## src/rtl/decoder_regfile.sv

```systemverilog
`default_nettype none
// =============================================================================
// decoder_regfile: RV32 instruction field/immediate decoder with 32x32 register
// file (async read, sync write-back, x0 hard-wired to zero, sp reset value).
// Revision: 1.0
// =============================================================================
module decoder_regfile (
  input  logic        clk,
  input  logic        rst,
  input  logic [31:0] inst,
  input  logic        RegWrite,
  input  logic        MemtoReg,
  input  logic        Jal,
  input  logic [31:0] ALUResult,
  input  logic [31:0] MemData,
  input  logic [31:0] pc,
  output logic [31:0] ReadData1,
  output logic [31:0] ReadData2,
  output logic [31:0] imm32,
  output logic [2:0]  funct3,
  output logic [6:0]  funct7
);

  localparam logic [6:0]  c_OP_IMM    = 7'b0010011;
  localparam logic [6:0]  c_OP_LOAD   = 7'b0000011;
  localparam logic [6:0]  c_OP_JALR   = 7'b1100111;
  localparam logic [6:0]  c_OP_STORE  = 7'b0100011;
  localparam logic [6:0]  c_OP_BRANCH = 7'b1100011;
  localparam logic [6:0]  c_OP_JAL    = 7'b1101111;
  localparam logic [6:0]  c_OP_LUI    = 7'b0110111;
  localparam logic [31:0] c_SP_RESET  = 32'h0000_7FFC;

  logic [31:0] r_regs [32];
  logic [4:0]  w_rs1;
  logic [4:0]  w_rs2;
  logic [4:0]  w_rd;
  logic [6:0]  w_opcode;
  logic [31:0] w_wb_data;
  logic [31:0] w_imm;

  assign w_opcode = inst[6:0];
  assign w_rd     = inst[11:7];
  assign w_rs1    = inst[19:15];
  assign w_rs2    = inst[24:20];
  assign funct3   = inst[14:12];
  assign funct7   = inst[31:25];

  assign w_wb_data = Jal      ? (pc + 32'd4) :
                     MemtoReg ? MemData      : ALUResult;

  always_ff @(posedge clk) begin
    if (rst) begin
      for (int i = 0; i < 32; i++) begin
        r_regs[i] <= (i == 2) ? c_SP_RESET : 32'h0;
      end
    end else if (RegWrite && (w_rd != 5'd0)) begin
      r_regs[w_rd] <= w_wb_data;
    end
  end

  // No bypass: reads always see the committed array contents.
  assign ReadData1 = (w_rs1 == 5'd0) ? 32'h0 : r_regs[w_rs1];
  assign ReadData2 = (w_rs2 == 5'd0) ? 32'h0 : r_regs[w_rs2];

  always_comb begin
    w_imm = 32'h0;
    case (w_opcode)
      c_OP_IMM: begin
        if ((inst[14:12] == 3'b001) || (inst[14:12] == 3'b101)) begin
          w_imm = {27'h0, inst[24:20]};
        end else begin
          w_imm = {{20{inst[31]}}, inst[31:20]};
        end
      end
      c_OP_LOAD, c_OP_JALR: w_imm = {{20{inst[31]}}, inst[31:20]};
      c_OP_STORE:  w_imm = {{20{inst[31]}}, inst[31:25], inst[11:7]};
      c_OP_BRANCH: w_imm = {{19{inst[31]}}, inst[31], inst[7], inst[30:25], inst[11:8], 1'b0};
      c_OP_JAL:    w_imm = {{11{inst[31]}}, inst[31], inst[19:12], inst[20], inst[30:21], 1'b0};
      // lui immediate is left unshifted; execute applies the <<12.
      c_OP_LUI:    w_imm = {12'h0, inst[31:12]};
      default:     w_imm = 32'h0;
    endcase
  end

  assign imm32 = w_imm;

endmodule
`default_nettype wire

```

## config.mk

```make
export PLATFORM = sky130hd
export DESIGN_NAME = decoder_regfile
export DESIGN_NICKNAME = d
export VERILOG_FILES = /design/src/rtl/decoder_regfile.sv
export SDC_FILE = /design/constraint.sdc
export NUM_CORES = 2
export LEC_CHECK = 0
export BUFFER_PORTS_ARGS = -buffer_cell sky130_fd_sc_hd__buf_2
export CAP_MARGIN = 30
export CORE_MARGIN = 1
export CORE_UTILIZATION = 26
export CTS_CLUSTER_DIAMETER = 40
export CTS_CLUSTER_SIZE = 16
export DETAILED_ROUTE_END_ITERATION = 8
export PLACE_DENSITY = 0.49
export RECOVER_POWER = 25
export SYNTH_ARGS = -nofsm -noshare
export SYNTH_HDL_FRONTEND = slang
export SYNTH_SLANG_ARGS = --single-unit
```

## constraint.sdc

```tcl
create_clock -name clk -period 4.2 [get_ports clk]
set_clock_uncertainty 0.1 [all_clocks]
set_input_delay 0.84 -clock clk [delete_from_list [all_inputs] [get_ports clk]]
set_output_delay 0.84 -clock clk [all_outputs]
set_load 0.05 [all_outputs]
```

Yosys cells after proc, flatten, opt, wreduce, memory -nomap -nowiden
Memory sizes are Yosys's and may differ from the RTL's.
Index checks and enable logic that the tools add are counted.
{"block": "totals", "out_inout_bits": 106, "regBits": 0, "mem_bits_rw": 1024, "memories": 1, "elab_cells": 32, "in_bits": 133}
{"block": "classes", "n_eq_ne": 9, "n_addsub": 1, "reduce_logical": 7, "muxes": 14}
{"memory": "r_regs", "words": 32, "word_bits": 32, "rd": 2, "rd_ports_with_merged_regs": 0, "wr": 32, "line_no": "33", "source": "logic [31:0] r_regs [32];"}
{"op": "$mux 32", "count": 6}
{"op": "$pmux 32 s6", "count": 1}
{"op": "$add 32x3->32 const B", "count": 1}
{"op": "$reduce_or 32->1", "count": 1}
{"op": "$eq 7x7->1 const B", "count": 3}
{"op": "$eq 7x6->1 const B", "count": 2}
{"op": "$logic_not 5->1", "count": 2}
{"op": "$eq 7x2->1 const B", "count": 1}
{"op": "$eq 7x5->1 const B", "count": 1}
{"op": "$mux 1", "count": 6}
{"op": "$mux 5", "count": 1}
{"op": "$reduce_bool 5->1", "count": 1}
{"op": "$eq 3x1->1 const B", "count": 1}
{"op": "$eq 3x3->1 const B", "count": 1}
{"op": "$reduce_or 2->1", "count": 1}
{"op": "$logic_and 1x1->1", "count": 1}
{"op": "$logic_or 1x1->1", "count": 1}

Depth between registers and ports, before layout
{"block": "depth", "ltp_word": 7, "depth_mapped": 9, "depth_no_buf": 6}

Worst setup path before layout
No wires, ideal clock.
{"block": "synth_timing", "kind": "in2out", "startpoint": "input port inst[21]", "endpoint": "output port ReadData2[20]", "slack_ps": -162, "t_arrival_ps": 3422, "t_required_ps": 3260, "stages": 8, "path_cell_list": "buf_2 buf_2 buf_2 clkbuf_1 mux2i_1 o221ai_1 a221oi_1 a211oi_1"}
{"block": "synth_between", "elab_chain_cells": 2, "word_cells_on_any_way": 3}
{"element": "start: declaration", "line_no": "10", "source": "input logic [31:0] inst,"}
{"element": "$mem_v2 32x32 / $logic_not 5->1 (equally long branches)"}
{"element": "$mux 32 (*)", "line_no": "63", "source": "assign ReadData2 = (w_rs2 == 5'd0) ? 32'h0 : r_regs[w_rs2];"}
{"element": "end: declaration", "line_no": "18", "source": "output logic [31:0] ReadData2,"}
Mark *: on every way between the ends. The rest lies on a longest branch, timed or not.

Worst setup path in the final report
{"block": "layout_timing", "startpoint": "input port inst[20]", "endpoint": "output port ReadData2[21]"}
Same word-level chain as after synthesis.

==> impl_metrics.yaml <==
sta:
  slew_headroom_pct: -42.74
  worstMarginPinSlew_ns: 2.141
  whs_ns: 0.5314
  hold_viol_final: 0
  timing.final.crit_share_pct: 98.79
  finalSetupViolations: 0
  finalWorstPathRequiredPeriod_ns: 4.149
  max_freq_mhz: 241.0
  final_max_slew_viol_count: 74
  finalWorstSetupSlack_ns: 0.05093
  rsz0062_at_grt: "false"
  tns_ns: 0
cts:
  clock_path_buffers: 3
  cts_inserted_buffers: 146
  cts_tree: "built"
  cts.clk_slew.worst_paths_ns: 0.06
  cts_hold_buf: 0
  cts_max_level: 4
  cts.sinks: 1024
  root_buffer: "clkbuf_16"
logic_synthesis:
  yosys_warnings: 0
  ys_ff_latch: 1024
  synth-main-ff-cell: "edfxtp_1"
  syn_area_mm2: 0.05502
  synth.distinct_cells: 65
  ys_seq_area_share_pct: 55.89
  ys_async_sr_fraction_pct: 0
  synthesis.instances: 4059
  synth_edf_count: 1024
  syn_avg_cell_area_um2: 13.55
final_layout:
  drive_gt1_share_pct: 34.82
  syn2layout_area_growth_pct: 23.41
  top_register: "r_regs"
  nets: 4544
  fin_util_pct: 32.33
  regArea_mm2: 0.03075
  multiInputGateArea_mm2: 0.02296
  largest_reg_flops: 1024
  fill_cells: 20630
  top_regs: "r_regs x1024"
  instances_no_fill: 7332
  post-route-cell-area_mm2: 0.06790
power:
  power.leakage_nw: 22.97
  total_power_mw: 29.19
  p_per_area_mw_per_mm2: 429.9
  peakVddDrop_mv: 0.4210
placement:
  gp_congestion: 0.8968
  hpwl_um: 144800
  placed_cells: 7064
  place_ws_ns: -0.1135
  placed_cell_area_mm2: 0.06318
  portBuffers: 238
global_route:
  antenna_found_initial: 10
  grt_pass1_vias: 39810
  gr-usage-all-layers_pct: 20.00
  grt_max_degree: 63
  grt_pass1_wl_um: 301200
  overflow: 0
floorplanning:
  dieArea_mm2: 0.2135
  die_height_um: 462.0
  core_area_mm2: 0.2100
  num_rows: 168
  ioPinCount: 239
  start_util_pct: 26.20
  die_w_um: 462.0
critical_path:
  crit_type: "in -> out"
  critPathLaunchType: "input port"
  path_max_fanout: 19
  endpoint_kind: "output pin"
  cp_data_arrival_time_ns: 3.21
  required_ns: 3.26
route:
  routed_wirelength_um: 215700
  drc: 0
  ant_nets: 0
  via_per_inst: 5.396
  first_pass_iters: 6
  wire_per_inst_um: 29.43
  drt_iter0_markers: 4724
  via_count: 39560
status:
  violations: "capacitance limit, slew limit"
  status: "finished, violations left"
worst_hold_path:
  min_path_type: "in -> reg"
flow_run:
  drv_cap: 4
==> cells in the mapped netlist, drive strengths merged, types with 4 or more instances <==
library cell	count	area [um2]
a211oi	43	322.8
a21oi	81	405.4
a221o	39	390.4
a221oi	28	245.2
a22o	6	52.55
a22oi	9	67.56
a31oi	39	244.0
a32oi	5	43.79
and2	8	50.05
and3	13	81.33
and4	4	35.03
buf	139	716.9
clkbuf	319	1197
edfxtp	1024	30750
inv	14	52.55
mux2	187	2106
mux2i	183	1832
mux4	413	9301
nand2	91	341.6
nand2b	41	256.5
nand3	77	397.9
nand4	8	50.05
nor2	843	3164
nor2b	17	106.4
nor3	134	670.6
nor3b	7	52.55
nor4	27	196.4
o211ai	39	307.8
o21ai	38	193.9
o221ai	54	473.0
o22ai	36	225.2
o31ai	13	102.6
or2	33	206.5
or3	9	56.30
or4	5	45.04
xnor2	7	61.31
xor2	4	35.03
==> kinds of logic (layout without fill, tap and decap cells) <==
group / after synthesis / in the layout / synth area share [%]
other: 1 / 33 / 0.006816
adders and majority gates: 1 / 1 / 0.02274
buffers and inverters: 473 / 909 / 3.582
AOI/OAI and AO/OA: 442 / 442 / 5.767
muxes: 783 / 783 / 24.06
DFF: 1024 / 1024 / 55.89
and+or+nand+nor: 1324 / 1324 / 10.50
xor gates and xnor gates: 11 / 11 / 0.1751
==> worst paths after layout <==
path,start,endpoint,slack (ns),cells past startpoint
hold / removal,MemData[20],r_regs[18][20],0.53,4
setup / recovery,inst[20],ReadData2[21],0.05,7
==> cells in the final DEF (no fill, tap or decap), types with 45 or more instances in the layout <==
| cell type | count |
|---|---|
| edfxtp_1 | 1024 |
| mux2i_1 | 180 |
| nor3_1 | 133 |
| mux2_2 | 187 |
| nand3_1 | 76 |
| buf_4 | 301 |
| nor2_1 | 841 |
| buf_12 | 119 |
| buf_2 | 170 |
| o221ai_1 | 54 |
| a21oi_1 | 65 |
| mux4_2 | 413 |
| nand2_1 | 73 |
| clkbuf_1 | 45 |
| clkbuf_16 | 150 |
==> timing repair <==
item                       4_1_cts  5_1_grt
pin swaps                        0        1
resized for setup                2        0
buffers inserted                 0        2
setup endpoints to repair        2        1
==> per-layer routing <==
layer	wire length, um	track usage, %	part of all wire, %	vias up
met4	9099	8.418	4.2	0
met2	99630	31.66	46	2087
met1	89100	26.73	41	20590
met5	0	0	0	-
li1	-	-	-	16500
met3	17910	3.739	8.3	394
==> where the power goes <==
group	total (mW)	switching [mW]	internal, mW
Sequential	12.1	0.294	11.8
Combinational	4.51	2.66	1.85
Clock	12.6	4.93	7.63
==> layout make-up <==
class,instances,area share (%)
sequential,1024,45.29
multi-input combinational,2593,33.82
timing repair buffer,630,8.411
clock buffer,166,5.617
tap,2805,5.169
clock inverter,98,1.605
inverter,15,0.08661
antenna,1,0.003686
==> worst max-delay path, cell delays in order <==
cell and delay (ns):
clkbuf_8 0.29, buf_12 0.25, buf_4 0.16, mux4_2 0.49, a221oi_1 0.70, a211oi_2 0.23, buf_12 0.23
Note: power is estimated with default switching activity, not from simulation.
